===== src/rtl/lcd_pkg.sv =====
// Shared constants and types for the character-LCD frame sequencer.
package lcd_pkg;

  localparam int unsigned LCD_COLS  = 16;
  localparam int unsigned LCD_LINES = 2;
  localparam logic [7:0]  LCD_BLANK = 8'h20;

  typedef enum logic [1:0] {
    FUNC_INIT      = 2'd0,
    FUNC_SETCURSOR = 2'd1,
    FUNC_DATA      = 2'd2,
    FUNC_CMD       = 2'd3
  } lcd_func_e;

  typedef enum logic [2:0] {
    S_IDLE,
    S_START,
    S_INIT_REQ,
    S_CUR_REQ,
    S_CHR_REQ,
    S_DONE
  } seq_state_e;

endpackage


===== src/rtl/lcd_frame_buf.sv =====
// 2x16 character frame buffer: one synchronous write port, one asynchronous read port, reset to blanks.
module lcd_frame_buf
  import lcd_pkg::*;
(
  input  logic       clk,
  input  logic       rst,
  input  logic       wr_en,
  input  logic [4:0] wr_addr,
  input  logic [7:0] wr_data,
  input  logic [4:0] rd_addr,
  output logic [7:0] rd_data
);

  localparam int unsigned DEPTH = LCD_LINES * LCD_COLS;

  logic [7:0] mem [DEPTH];

  always_ff @(posedge clk) begin
    if (rst) begin
      for (int unsigned i = 0; i < DEPTH; i++) mem[i] <= LCD_BLANK;
    end else if (wr_en) begin
      mem[wr_addr] <= wr_data;
    end
  end

  assign rd_data = mem[rd_addr];

endmodule


===== src/rtl/lcd_frame_sequencer.sv =====
// Replays the frame buffer to the LCD controller as INIT / SETCURSOR / DATA transactions.
// Optional periodic redraw is enabled by defining LCD_SEQ_AUTO_REFRESH_EN.
module lcd_frame_sequencer
  import lcd_pkg::*;
#(
  parameter logic [31:0] TIMEOUT_CYCLES = 32'd50000,
  parameter logic [31:0] REFRESH_PERIOD = 32'd100000
) (
  input  logic       i_clk,
  input  logic       i_rst,
  input  logic       i_wr_en,
  input  logic [4:0] i_wr_addr,
  input  logic [7:0] i_wr_char,
  input  logic       i_refresh,
  input  logic       i_reinit,
  output logic       o_busy,
  output logic       o_frame_done,
  output logic       o_error,
  output logic [1:0] o_lcd_func,
  output logic [7:0] o_lcd_data,
  output logic       o_lcd_req,
  input  logic       i_lcd_done
);

  localparam logic [3:0] LAST_COL = 4'(LCD_COLS - 1);

  seq_state_e state, state_nxt;
  logic       gap, gap_nxt;
  logic       line, line_nxt;
  logic [3:0] col, col_nxt;
  logic       busy, busy_nxt;
  logic       frame_done, frame_done_nxt;
  logic       error, error_nxt;
  logic       req, req_nxt;
  logic [1:0] func, func_nxt;
  logic [7:0] data, data_nxt;
  logic       pending, pending_nxt;
  logic       init_needed, init_nxt;
  logic [31:0] wd;
  logic       refresh_hit;
  logic [7:0] rd_char;
  logic       done_ok, timeout;

  lcd_frame_buf u_buf (
    .clk     (i_clk),
    .rst     (i_rst),
    .wr_en   (i_wr_en),
    .wr_addr (i_wr_addr),
    .wr_data (i_wr_char),
    .rd_addr ({line, col}),
    .rd_data (rd_char)
  );

  assign done_ok = req & i_lcd_done;
  assign timeout = req & ~i_lcd_done & (wd == TIMEOUT_CYCLES - 32'd1);

`ifdef LCD_SEQ_AUTO_REFRESH_EN
  logic [31:0] refresh_cnt;

  assign refresh_hit = (state == S_IDLE) && (refresh_cnt == REFRESH_PERIOD);

  always_ff @(posedge i_clk) begin
    if (i_rst || frame_done || refresh_hit) refresh_cnt <= '0;
    else if (state == S_IDLE)               refresh_cnt <= refresh_cnt + 32'd1;
  end
`else
  // Period has no effect without the auto-refresh timer.
  assign refresh_hit = 1'b0 & (|REFRESH_PERIOD);
`endif

  always_ff @(posedge i_clk) begin
    if (i_rst || !req || i_lcd_done || timeout) wd <= '0;
    else                                        wd <= wd + 32'd1;
  end

  always_comb begin
    state_nxt      = state;
    gap_nxt        = gap;
    line_nxt       = line;
    col_nxt        = col;
    busy_nxt       = busy;
    frame_done_nxt = 1'b0;
    error_nxt      = error;
    req_nxt        = req;
    func_nxt       = func;
    data_nxt       = data;
    pending_nxt    = pending | i_refresh | refresh_hit;
    init_nxt       = init_needed;

    case (state)
      S_IDLE: begin
        if (pending || i_refresh || refresh_hit) begin
          state_nxt = S_START;
          busy_nxt  = 1'b1;
        end
      end
      S_START: begin
        pending_nxt = i_refresh;
        error_nxt   = 1'b0;
        req_nxt     = 1'b1;
        gap_nxt     = 1'b0;
        line_nxt    = 1'b0;
        col_nxt     = '0;
        data_nxt    = '0;
        if (init_needed) begin
          state_nxt = S_INIT_REQ;
          func_nxt  = FUNC_INIT;
        end else begin
          state_nxt = S_CUR_REQ;
          func_nxt  = FUNC_SETCURSOR;
        end
      end
      S_INIT_REQ, S_CUR_REQ, S_CHR_REQ: begin
        // The gap cycle loads the next transaction; the request cycles wait for done.
        if (gap) begin
          req_nxt = 1'b1;
          gap_nxt = 1'b0;
          if (state == S_CUR_REQ) begin
            func_nxt = FUNC_SETCURSOR;
            data_nxt = {3'b000, line, 4'h0};
          end else if (state == S_CHR_REQ) begin
            func_nxt = FUNC_DATA;
            data_nxt = rd_char;
          end else begin
            func_nxt = FUNC_INIT;
            data_nxt = '0;
          end
        end else if (done_ok) begin
          req_nxt = 1'b0;
          gap_nxt = 1'b1;
          if (state == S_INIT_REQ) begin
            state_nxt = S_CUR_REQ;
            init_nxt  = 1'b0;
          end else if (state == S_CUR_REQ) begin
            state_nxt = S_CHR_REQ;
            col_nxt   = '0;
          end else if (col != LAST_COL) begin
            col_nxt = col + 4'd1;
          end else if (!line) begin
            state_nxt = S_CUR_REQ;
            line_nxt  = 1'b1;
          end else begin
            state_nxt      = S_DONE;
            gap_nxt        = 1'b0;
            frame_done_nxt = 1'b1;
          end
        end else if (timeout) begin
          state_nxt = S_IDLE;
          req_nxt   = 1'b0;
          gap_nxt   = 1'b0;
          busy_nxt  = 1'b0;
          error_nxt = 1'b1;
          init_nxt  = 1'b1;
        end
      end
      S_DONE: begin
        state_nxt = S_IDLE;
        busy_nxt  = 1'b0;
      end
      default: state_nxt = S_IDLE;
    endcase

    if (i_reinit) init_nxt = 1'b1;
  end

  always_ff @(posedge i_clk) begin
    if (i_rst) begin
      state       <= S_IDLE;
      gap         <= 1'b0;
      line        <= 1'b0;
      col         <= '0;
      busy        <= 1'b0;
      frame_done  <= 1'b0;
      error       <= 1'b0;
      req         <= 1'b0;
      func        <= '0;
      data        <= '0;
      pending     <= 1'b0;
      init_needed <= 1'b1;
    end else begin
      state       <= state_nxt;
      gap         <= gap_nxt;
      line        <= line_nxt;
      col         <= col_nxt;
      busy        <= busy_nxt;
      frame_done  <= frame_done_nxt;
      error       <= error_nxt;
      req         <= req_nxt;
      func        <= func_nxt;
      data        <= data_nxt;
      pending     <= pending_nxt;
      init_needed <= init_nxt;
    end
  end

  assign o_busy       = busy;
  assign o_frame_done = frame_done;
  assign o_error      = error;
  assign o_lcd_func   = func;
  assign o_lcd_data   = data;
  assign o_lcd_req    = req;

endmodule

===== config.mk =====
export PLATFORM = sky130hd
export DESIGN_NAME = lcd_frame_sequencer
export DESIGN_NICKNAME = d
export VERILOG_FILES = /design/src/rtl/lcd_pkg.sv /design/src/rtl/lcd_frame_buf.sv /design/src/rtl/lcd_frame_sequencer.sv
export SDC_FILE = /design/constraint.sdc
export NUM_CORES = 1
export LEC_CHECK = 0
export ABC_AREA = 1
export ABC_CLOCK_PERIOD_IN_PS = 1700
export BUFFER_PORTS_ARGS = -buffer_cell sky130_fd_sc_hd__clkbuf_2
export CORE_MARGIN = 2
export CORE_UTILIZATION = 60
export CTS_CLUSTER_DIAMETER = 80
export DETAILED_ROUTE_END_ITERATION = 10
export GPL_TIMING_DRIVEN = 0
export HOLD_SLACK_MARGIN = 0.02
export PLACE_DENSITY = 0.77
export SLEW_MARGIN = 30
export SYNTH_ARGS = -nofsm -noshare
export SYNTH_HDL_FRONTEND = slang
export SYNTH_HIERARCHICAL = 1
export SYNTH_SLANG_ARGS = --single-unit

===== constraint.sdc =====
create_clock -name i_clk -period 1.7 [get_ports i_clk]
set_input_delay 0.255 -clock i_clk [delete_from_list [all_inputs] [get_ports i_clk]]
set_output_delay 0.255 -clock i_clk [all_outputs]
set_load 0.02 [all_outputs]

==> impl_metrics.yaml, run 1 <==
power:
  power_density_nw_per_um2: 1060
  leakage_nw: 6.89
  ir_drop_v: 0.000770
critical_path:
  slowest_stage: "dfxtp_4"
  crit_type: "reg -> reg"
  endpoint_kind: "flop"
  crit_top_cell: "nand2_1"
  crit_fanout: 10
  crit_chain: "inv_8, clkbuf_16, buf_8, nand2_1, nand3_1, nand3_1, nand2_1, nand2_1, nand2_1, nand2_1, nand2_1, nand3_1, a21oi_1"
  cp-start-kind: "flop"
  arrival_ns: 2.26
  reg2reg_setup_slack_ns: -0.12
  worst_path_largest_cell_delay_ns: 0.41
  cp.required_ns: 2.14
timing:
  final.setup.worst_slack_ns: -0.120
  fmax_ghz: 0.549
  relSlewSlack: 0.333
  tns_ns: -0.784
  slew_viol_final: 0
  tightest_slew_ns: 1.00
  fin_crit_sh: 1.07
  skew_ns: 0.0110
  rsz0062_at_grt: "yes"
  hold_viol: 0
  setup_viol: 8
  fin_crit_ns: 1.82
global_routing:
  grt_first_pass_wirelength_um: 66100
  grtUsageTotal: 0.336
  antenna_found_initial: 0
  grt_max_degree: 15
  grt_pass1_vias: 12100
  overflow: 0
placement:
  place_congestion: 0.963
  dp.cells: 2106
  portBuffers: 32
  dp_hpwl_um: 30300
  place_area_sq_um: 15600
detailed_routing:
  wl_um: 45200
  drtPass1Iterations: 6
  ant_nets: 0
  drc: 0
  vias: 13100
  wl_per_cell_um: 20.7
  via_per_inst: 5.98
  dr.first_iter.drc_count: 1893
die:
  ios: 33
  floorplan.die.width_um: 162
  die-area_sq_um: 26300
  rows: 57
  dieHeight_um: 162
  start_util: 0.615
  coreArea_sq_um: 24500
layout:
  syn_to_final_growth_pct: 17.8
  n_antenna_cell: 0
  stdcell_area_sq_um: 17700
  final_nets: 1861
  drive_above_1_share: 0.169
  layout_common_cells: "nand2_1 (502), nor2_1 (317), edfxtp_1 (256), nand3_1 (200), inv_1 (76)"
  instances_no_fill: 2187
  fin_util: 0.724
  final_common_cell: "nand2_1"
outcome:
  violations: "setup timing"
  outcome: "finished with violations"
worst_hold_path:
  hp-class: "in -> reg"
synthesis:
  synth_nets: 1771
  synth.distinct_cells: 37
  ys_seq_area_frac: 0.587
  synth_cells: 1750
  syn_avg_cell_area_sq_um: 8.59
  synth-seq-cells: 313
  syn_area_sq_um: 15000
  yosys_warnings: 6
clock_network:
  h-tree-depth: 2
  root_buffer: "clkbuf_16"
  cts.path.max_buffers: 3
  clkSinkCount: 313
  clk_pin_slew_ns: 0.06
  cts_made_buffers: 34
  tritoncts: "done"
  insertion_delay_ns: 0.51
job:
  cap_viol_max_count: 0
## through the flow
step                      power, W  setup WS (ns)  hold WS, ns
after floorplan             0.0105          0.216        0.364
after global placement      0.0112         -0.459        0.448
after detailed placement    0.0113         -0.476        0.456
after CTS                   0.0184        -0.0726        0.112
after global routing        0.0194         -0.160        0.140
final                       0.0188         -0.120        0.118
## power breakdown
group          internal (W)  switching [W]
registers           0.00867       0.000170
logic              0.000986        0.00191
clock network       0.00419        0.00291
total                0.0138        0.00498
## state kept, by name (all words and copies together) (netlist names), 2 cells and up
| signal | flops |
|---|---|
| col | 4 |
| o_lcd_data | 8 |
| o_lcd_func | 2 |
| state | 3 |
| u_buf/mem | 256 |
| wd | 32 |
## routing by layer
layer	vias to the layer above	part of all wire	GRT usage
li1	5919	-	-
met1	6056	0.36	0.443
met2	933	0.46	0.532
met3	168	0.14	0.0820
met4	0	0.049	0.151
met5	-	0	0
## cells by family (layout without fill, tap and decap cells)
kind of cell / Yosys count / in the layout / synth area share
AOI/OAI and AO/OA: 57 / 57 / 0.0193
xor gates and xnor gates: 8 / 8 / 0.00466
adders and majority gates: 2 / 2 / 0.00166
buffers and inverters: 204 / 317 / 0.0648
DFF: 313 / 313 / 0.587
and+or+nand+nor: 1166 / 1166 / 0.323
## cell type report
type                    instances  area, sq um
flip-flops and latches        313         8840
multi-input cells            1233         5590
clock buffers                  43          936
repair buffers                 54          505
clock inverters                16          126
plain buffers                  85          852
well taps                     324          405
fillers                      1768         6750
inverters                     119          458
## critical path: cells and delay by family, from the launching register on
| kind | cells | cell delay, ns |
|---|---|---|
| buffers and inverters | 3 | 0.40 |
| and+or+nand+nor | 9 | 0.79 |
| AOI/OAI and AO/OA | 1 | 0.15 |
| DFF | 1 | 0.41 |
## worst paths after layout
check                             start                              to  cells past startpoint
setup / recovery    col[0]$_SDFFE_PP0P_      o_lcd_data[3]$_SDFFE_PP0P_                     13
hold / removal             i_wr_char[5]  u_buf/mem[20][5]$_SDFFCE_PN1P_                      3
setup reg to reg    col[0]$_SDFFE_PP0P_      o_lcd_data[3]$_SDFFE_PP0P_                     13
hold reg to reg   state[0]$_SDFFE_PP0P_           state[0]$_SDFFE_PP0P_                      2
## cells in the mapped netlist, drive strengths merged
master,count,area share
clkbuf,37,0.0092
xnor2,2,0.0012
nor4,2,0.00083
o21ai,14,0.0047
nor3,27,0.010
nand3b,2,0.0010
nand3,228,0.077
clkinv,1,0.00025
a21oi,40,0.013
dfxtp,57,0.076
inv,118,0.029
edfxtp,256,0.51
o21bai,1,0.00050
nand4,9,0.0037
ha,2,0.0017
and3,1,0.00042
nor3b,3,0.0018
nand2,558,0.14
a31oi,2,0.00083
nor2,333,0.086
or2,3,0.0012
buf,48,0.026
xor2,6,0.0035
## timing repair
action                     4_1_cts  5_1_grt
hold endpoints to repair         2        0
setup endpoints to repair       43      254
gates cloned                     0       10
buffers inserted                 2        8
gates resized for setup         79      128
pin swaps                        1       26
hold buffers                     2        0
(Power assumes the default switching activity.)
==> run 2, diff against run 1 <==
--- a/config.mk
+++ b/config.mk
@@ -5,7 +5,6 @@
 export SDC_FILE = /design/constraint.sdc
 export NUM_CORES = 1
 export LEC_CHECK = 0
-export ABC_AREA = 1
 export ABC_CLOCK_PERIOD_IN_PS = 1700
 export BUFFER_PORTS_ARGS = -buffer_cell sky130_fd_sc_hd__clkbuf_2
 export CORE_MARGIN = 2
==> impl_metrics.yaml, run 2 <==
layout:
  drive_above_1_share: 0.321
  n_antenna_cell: 0
  final_common_cell: "edfxtp_1"
  fin_util: 0.733
  largest-register: "u_buf/mem"
  final_nets: 1166
  syn_to_final_growth_pct: 18.9
  fillers: 1511
  largest_reg_flops: 256
  layout_common_cells: "edfxtp_1 (256), and2_1 (226), mux4_2 (80), clkbuf_1 (43), dfxtp_1 (41)"
synthesis:
  ys_seq_area_frac: 0.607
  synth_top_area_frac: 0.529
  synth.distinct_cells: 58
  synth_nets: 1073
  yosys_warnings: 6
  synth_cells: 1052
  syn_avg_cell_area_sq_um: 13.8
  async_flop_share: 0
  synth-seq-cells: 313
  syn_area_sq_um: 14500
  yosysMostFrequentCell: "edfxtp_1"
  synth_commonest_cells: "edfxtp_1 (256), and2_1 (227), nor2_1 (91), mux4_2 (80), dfxtp_1 (57)"
  synth_edf_count: 256
  synth_ff_type: "edfxtp_1"
  synthTopCellsByArea: "edfxtp_1 (53%), mux4_2 (12%), and2_1 (9.8%)"
  yosysTopAreaCell: "edfxtp_1"
power:
  power_density_nw_per_um2: 1020
  ir_drop_v: 0.000749
  leakage_nw: 5.72
detailed_routing:
  dr.first_iter.drc_count: 1175
  ant_nets: 0
  drc: 0
  wl_um: 36200
  via_per_inst: 6.26
  drtPass1Iterations: 5
  vias: 9321
  wl_per_cell_um: 24.3
placement:
  dp_hpwl_um: 23900
  portBuffers: 32
  place_congestion: 0.918
clock_network:
  tritoncts: "done"
  insertion_delay_ns: 0.51
  root_buffer: "clkbuf_16"
  clkSinkCount: 313
  cts_made_buffers: 34
  cts.path.max_buffers: 3
  clk_pin_slew_ns: 0.06
  h-tree-depth: 2
critical_path:
  path_delay_family: "multiplexers"
  timing.critical_path.from: "col[1]$_SDFFE_PP0P_"
  slowest_stage: "mux4_2"
  worst_path_largest_cell_delay_ns: 0.54
  cp.required_ns: 2.06
  cp-start-kind: "flop"
  endpoint_kind: "flop"
  ff2ff_path_depth: 7
  crit_fanout: 10
  reg2reg_to: "o_lcd_data[0]$_SDFFE_PP0P_"
  crit_type: "reg -> reg"
  crit_chain: "buf_12, buf_12, mux4_2, mux4_2, mux2_4, a22oi_2, nor2_1"
  arrival_ns: 2.81
  r2r_start: "col[1]$_SDFFE_PP0P_"
  path_buf_inv: 2
  reg2reg_setup_slack_ns: -0.75
timing:
  tns_ns: -13.53
  final.setup.worst_slack_ns: -0.747
  rsz0062_at_grt: "yes"
  relSlewSlack: 0.490
  fin_crit_sh: 1.44
  tightest_slew_ns: 0.765
  hold_viol: 0
  slew_viol_final: 0
  fin_crit_ns: 2.45
  setup_viol: 50
  skew_ns: 0.0138
  fmax_ghz: 0.409
worst_hold_path:
  hold_start: "i_lcd_done"
  min_path_cells: 3
  hp-class: "in -> reg"
  worstHoldEndpoint: "o_lcd_req$_SDFFE_PP0P_"
outcome:
  outcome: "finished with violations"
  violations: "setup timing"
die:
  coreArea_sq_um: 23600
  ios: 33
  start_util: 0.616
  dieHeight_um: 160
  rows: 56
  floorplan.die.width_um: 160
  die-area_sq_um: 25500
global_routing:
  grt_first_pass_wirelength_um: 53400
  grt_max_degree: 14
  grt_pass1_vias: 9088
  antenna_found_initial: 1
  grtUsageTotal: 0.280
  overflow: 0
job:
  cap_viol_max_count: 0
## run 2: what timing repair did
action | CTS | global route
setup buffers | 15 | 11
hold buffers | 2 | 0
endpoints found under the setup margin | 258 | 207
gates resized for setup | 73 | 92
gates cloned | 4 | 3
endpoints found under the hold margin | 2 | 0
pin swaps | 18 | 16
## run 2: kinds of logic (layout without fill, tap and decap cells)
kind of cell,count (synthesis),after routing,synth area share
AND/OR/NAND/NOR,490,490,0.194
flip-flops,313,313,0.607
XOR/XNOR,32,32,0.0193
buffers and inverters,83,201,0.0246
adder cells (fa/ha/maj),3,3,0.00241
multiplexers,92,92,0.133
AO/OA/AOI/OAI,39,39,0.0194
## run 2: cell type report
class,instances,area [sq um],share of cell area
Sequential cell,313,8860,0.512
Inverter,8,30.0,0.00174
Multi-Input combinational cell,656,5840,0.337
Tap cell,319,399,0.0231
Clock buffer,45,956,0.0553
Buffer,67,498,0.0288
Timing Repair Buffer,65,602,0.0348
Clock inverter,16,119,0.00687
## run 2: stage by stage
stage               power, W  instance area [sq um]  hold WS, ns  std cells  setup WS, ns
floorplan            0.00987                  14700        0.352       1052        -0.483
global placement      0.0103                  15300        0.426       1403        -0.986
detailed placement    0.0104                  15300        0.440       1403         -1.06
CTS                   0.0176                  16900       0.0543       1483        -0.734
global route          0.0182                  17300       0.0620       1489        -0.774
finish                0.0177                  17300       0.0732       1489        -0.747
## run 2: worst max path at each step
stage | cells after the start | slack (ns) | end
floorplan | 7 | -0.48 | o_lcd_data[0]$_SDFFE_PP0P_
global placement | 7 | -0.99 | o_lcd_data[0]$_SDFFE_PP0P_
detailed placement | 7 | -1.06 | o_lcd_data[0]$_SDFFE_PP0P_
CTS | 7 | -0.73 | o_lcd_data[0]$_SDFFE_PP0P_
global route | 7 | -0.77 | o_lcd_data[3]$_SDFFE_PP0P_
finish | 7 | -0.75 | o_lcd_data[0]$_SDFFE_PP0P_
## run 2: metal layers
| layer | GRT usage | wire, um | part of all wire | up-vias |
|---|---|---|---|---|
| li1 | - | - | - | 4056 |
| met1 | 0.393 | 14100 | 0.39 | 4615 |
| met2 | 0.450 | 17300 | 0.48 | 551 |
| met3 | 0.0423 | 3330 | 0.092 | 97 |
| met4 | 0.102 | 1430 | 0.039 | 2 |
| met5 | 0 | 13 | 0.00036 | - |
## run 2: power by group
part	internal [W]	switching [W]
sequential	0.00868	0.000159
clock	0.00425	0.00286
combinational	0.000683	0.00106
total	0.0136	0.00409
## run 2: worst min-delay path: cells and delay by family
| family | cells | cell delay (ns) |
|---|---|---|
| AOI/OAI and AO/OA | 1 | 0.13 |
| and+or+nand+nor | 1 | 0.04 |
| buffers and inverters | 1 | 0.11 |
==> run 3, diff against run 2 <==
--- a/config.mk
+++ b/config.mk
@@ -7,13 +7,16 @@
 export LEC_CHECK = 0
 export ABC_CLOCK_PERIOD_IN_PS = 1700
 export BUFFER_PORTS_ARGS = -buffer_cell sky130_fd_sc_hd__clkbuf_2
+export CELL_PAD_IN_SITES_DETAIL_PLACEMENT = 0
+export CELL_PAD_IN_SITES_GLOBAL_PLACEMENT = 1
 export CORE_MARGIN = 2
-export CORE_UTILIZATION = 60
+export CORE_UTILIZATION = 53
 export CTS_CLUSTER_DIAMETER = 80
 export DETAILED_ROUTE_END_ITERATION = 10
 export GPL_TIMING_DRIVEN = 0
 export HOLD_SLACK_MARGIN = 0.02
-export PLACE_DENSITY = 0.77
+export PLACE_DENSITY_LB_ADDON = 0.1
+export SKIP_LAST_GASP = 1
 export SLEW_MARGIN = 30
 export SYNTH_ARGS = -nofsm -noshare
 export SYNTH_HDL_FRONTEND = slang
==> impl_metrics.yaml, run 3 (synthesized netlist as in run 2, its figures left out) <==
outcome:
  outcome: "finished with violations"
  violations: "setup timing"
power:
  power_density_nw_per_um2: 1010
  leakage_nw: 5.76
  ir_drop_v: 0.000818
critical_path:
  crit_chain: "buf_12, buf_16, mux4_2, mux4_2, mux2_2, a22oi_1, nor2_1"
  timing.critical_path.from: "col[1]$_SDFFE_PP0P_"
  crit_end: "o_lcd_data[2]$_SDFFE_PP0P_"
  cp.required_ns: 2.07
  reg2reg_to: "o_lcd_data[2]$_SDFFE_PP0P_"
  ff2ff_path_depth: 7
  cp-start-kind: "flop"
  crit_top_cell: "mux4_2"
  crit_fanout: 7
  r2r_start: "col[1]$_SDFFE_PP0P_"
  slowest_stage: "mux4_2"
  worst_path_largest_cell_delay_ns: 0.55
  crit_type: "reg -> reg"
  reg2reg_setup_slack_ns: -0.79
  arrival_ns: 2.86
  endpoint_kind: "flop"
worst_hold_path:
  hold_start: "i_lcd_done"
  hp-class: "in -> reg"
global_routing:
  overflow: 0
  grt_use_met2: 0.433
  grtUsageMet1: 0.338
  grt_pass1_vias: 8987
  grt_busiest_layer: "met2"
  grt_first_pass_wirelength_um: 53700
  grt_max_degree: 14
  global_route.usage.met3: 0.0396
  grtUsageTotal: 0.253
  antenna_found_initial: 0
timing:
  hold_ws_ns: 0.0731
  skew_ns: 0.00913
  final.setup.worst_slack_ns: -0.787
  slew_viol_final: 0
  rsz0062_at_grt: "yes"
  setup_viol: 47
  relSlewSlack: 0.498
  hold_viol: 0
  fin_crit_sh: 1.46
  tns_ns: -13.20
  tightest_slew_ns: 0.753
  fin_crit_ns: 2.49
  fmax_ghz: 0.402
clock_network:
  root_buffer: "clkbuf_16"
  h-tree-depth: 2
  clkSinkCount: 313
  clk_pin_slew_ns: 0.06
  cts.path.max_buffers: 3
  insertion_delay_ns: 0.51
  cts_made_buffers: 35
  tritoncts: "done"
detailed_routing:
  vias: 8822
  wl_um: 35800
  dr.first_iter.drc_count: 642
  wl_per_cell_um: 23.7
  drtPass1Iterations: 7
  via_per_inst: 5.83
  ant_nets: 0
  drc: 0
die:
  die-area_sq_um: 28800
  rows: 60
  floorplan.die.width_um: 170
  ios: 33
  coreArea_sq_um: 27000
  start_util: 0.540
  dieHeight_um: 170
placement:
  pre_cts_ws_ns: -1.05
  dp_hpwl_um: 24700
  place_congestion: 0.877
  portBuffers: 32
layout:
  syn_to_final_growth_pct: 19.0
  largest_reg_flops: 256
  drive_above_1_share: 0.312
  largest-register: "u_buf/mem"
  final_common_cell: "edfxtp_1"
  final_nets: 1167
  layout_common_cells: "edfxtp_1 (256), and2_1 (227), mux4_2 (80), dfxtp_1 (44), nor2_1 (43)"
job:
  cap_viol_max_count: 0
run 3: layout make-up:
cell class | count | area (sq um)
well taps | 341 | 427
diodes | 1 | 2.50
inverters | 8 | 30.0
plain buffers | 66 | 487
fillers | 2004 | 9650
flip-flops and latches | 313 | 8850
multi-input cells | 656 | 5820
repair buffers | 66 | 628
clock buffers | 43 | 948
clock inverters | 18 | 109
run 3: worst min-delay path by stage:
stage / end / slack, ns / depth (start not counted)
after global routing: o_lcd_req$_SDFFE_PP0P_ / 0.09 / 3
final: o_lcd_req$_SDFFE_PP0P_ / 0.07 / 3
after floorplan: init_needed$_SDFFE_PP1P_ / 0.35 / 2
after CTS: o_lcd_req$_SDFFE_PP0P_ / 0.06 / 3
after global placement: wd[0]$_SDFF_PP0_ / 0.42 / 1
after detailed placement: wd[0]$_SDFF_PP0_ / 0.43 / 1
run 3: worst max-delay path, delay by kind of cell, from the launching register on:
family | cells | cell delay, ns
AOI/OAI and AO/OA | 1 | 0.17
buffers and inverters | 2 | 0.32
DFF | 1 | 0.40
muxes | 3 | 1.40
and+or+nand+nor | 1 | 0.05
run 3: where the power goes:
| part | internal [W] | total [W] | leakage, nW | switching [W] |
|---|---|---|---|---|
| sequential | 0.00868 | 0.00884 | 2.92 | 0.000161 |
| combinational | 0.000646 | 0.00167 | 2.32 | 0.00103 |
| clock | 0.00410 | 0.00703 | 0.525 | 0.00293 |
| total | 0.0134 | 0.0175 | 5.76 | 0.00412 |
run 3: per-stage QoR:
step,power (W),std cells,utilization,area [sq um]
2_1_floorplan,0.00987,1052,-,14700
3_3_place_gp,0.0104,1425,0.569,15300
3_5_place_dp,0.0104,1425,0.569,15300
4_1_cts,0.0176,1511,0.629,17000
5_1_grt,0.0181,1511,0.642,17300
6_report,0.0175,1512,0.642,17300
run 3: what timing repair did:
item / CTS / global route
gates resized for setup: 62 / 102
hold endpoints to repair: 2 / 0
pin swaps: 20 / 15
setup buffers: 19 / 10
gates cloned: 6 / 2
hold buffers: 2 / 0
endpoints found under the setup margin: 160 / 195
run 3: routing by layer:
| layer | part of all wire | vias to the layer above |
|---|---|---|
| met4 | 0.024 | 0 |
| met5 | 0 | - |
| li1 | - | 4061 |
| met1 | 0.42 | 4471 |
| met2 | 0.51 | 234 |
| met3 | 0.050 | 56 |
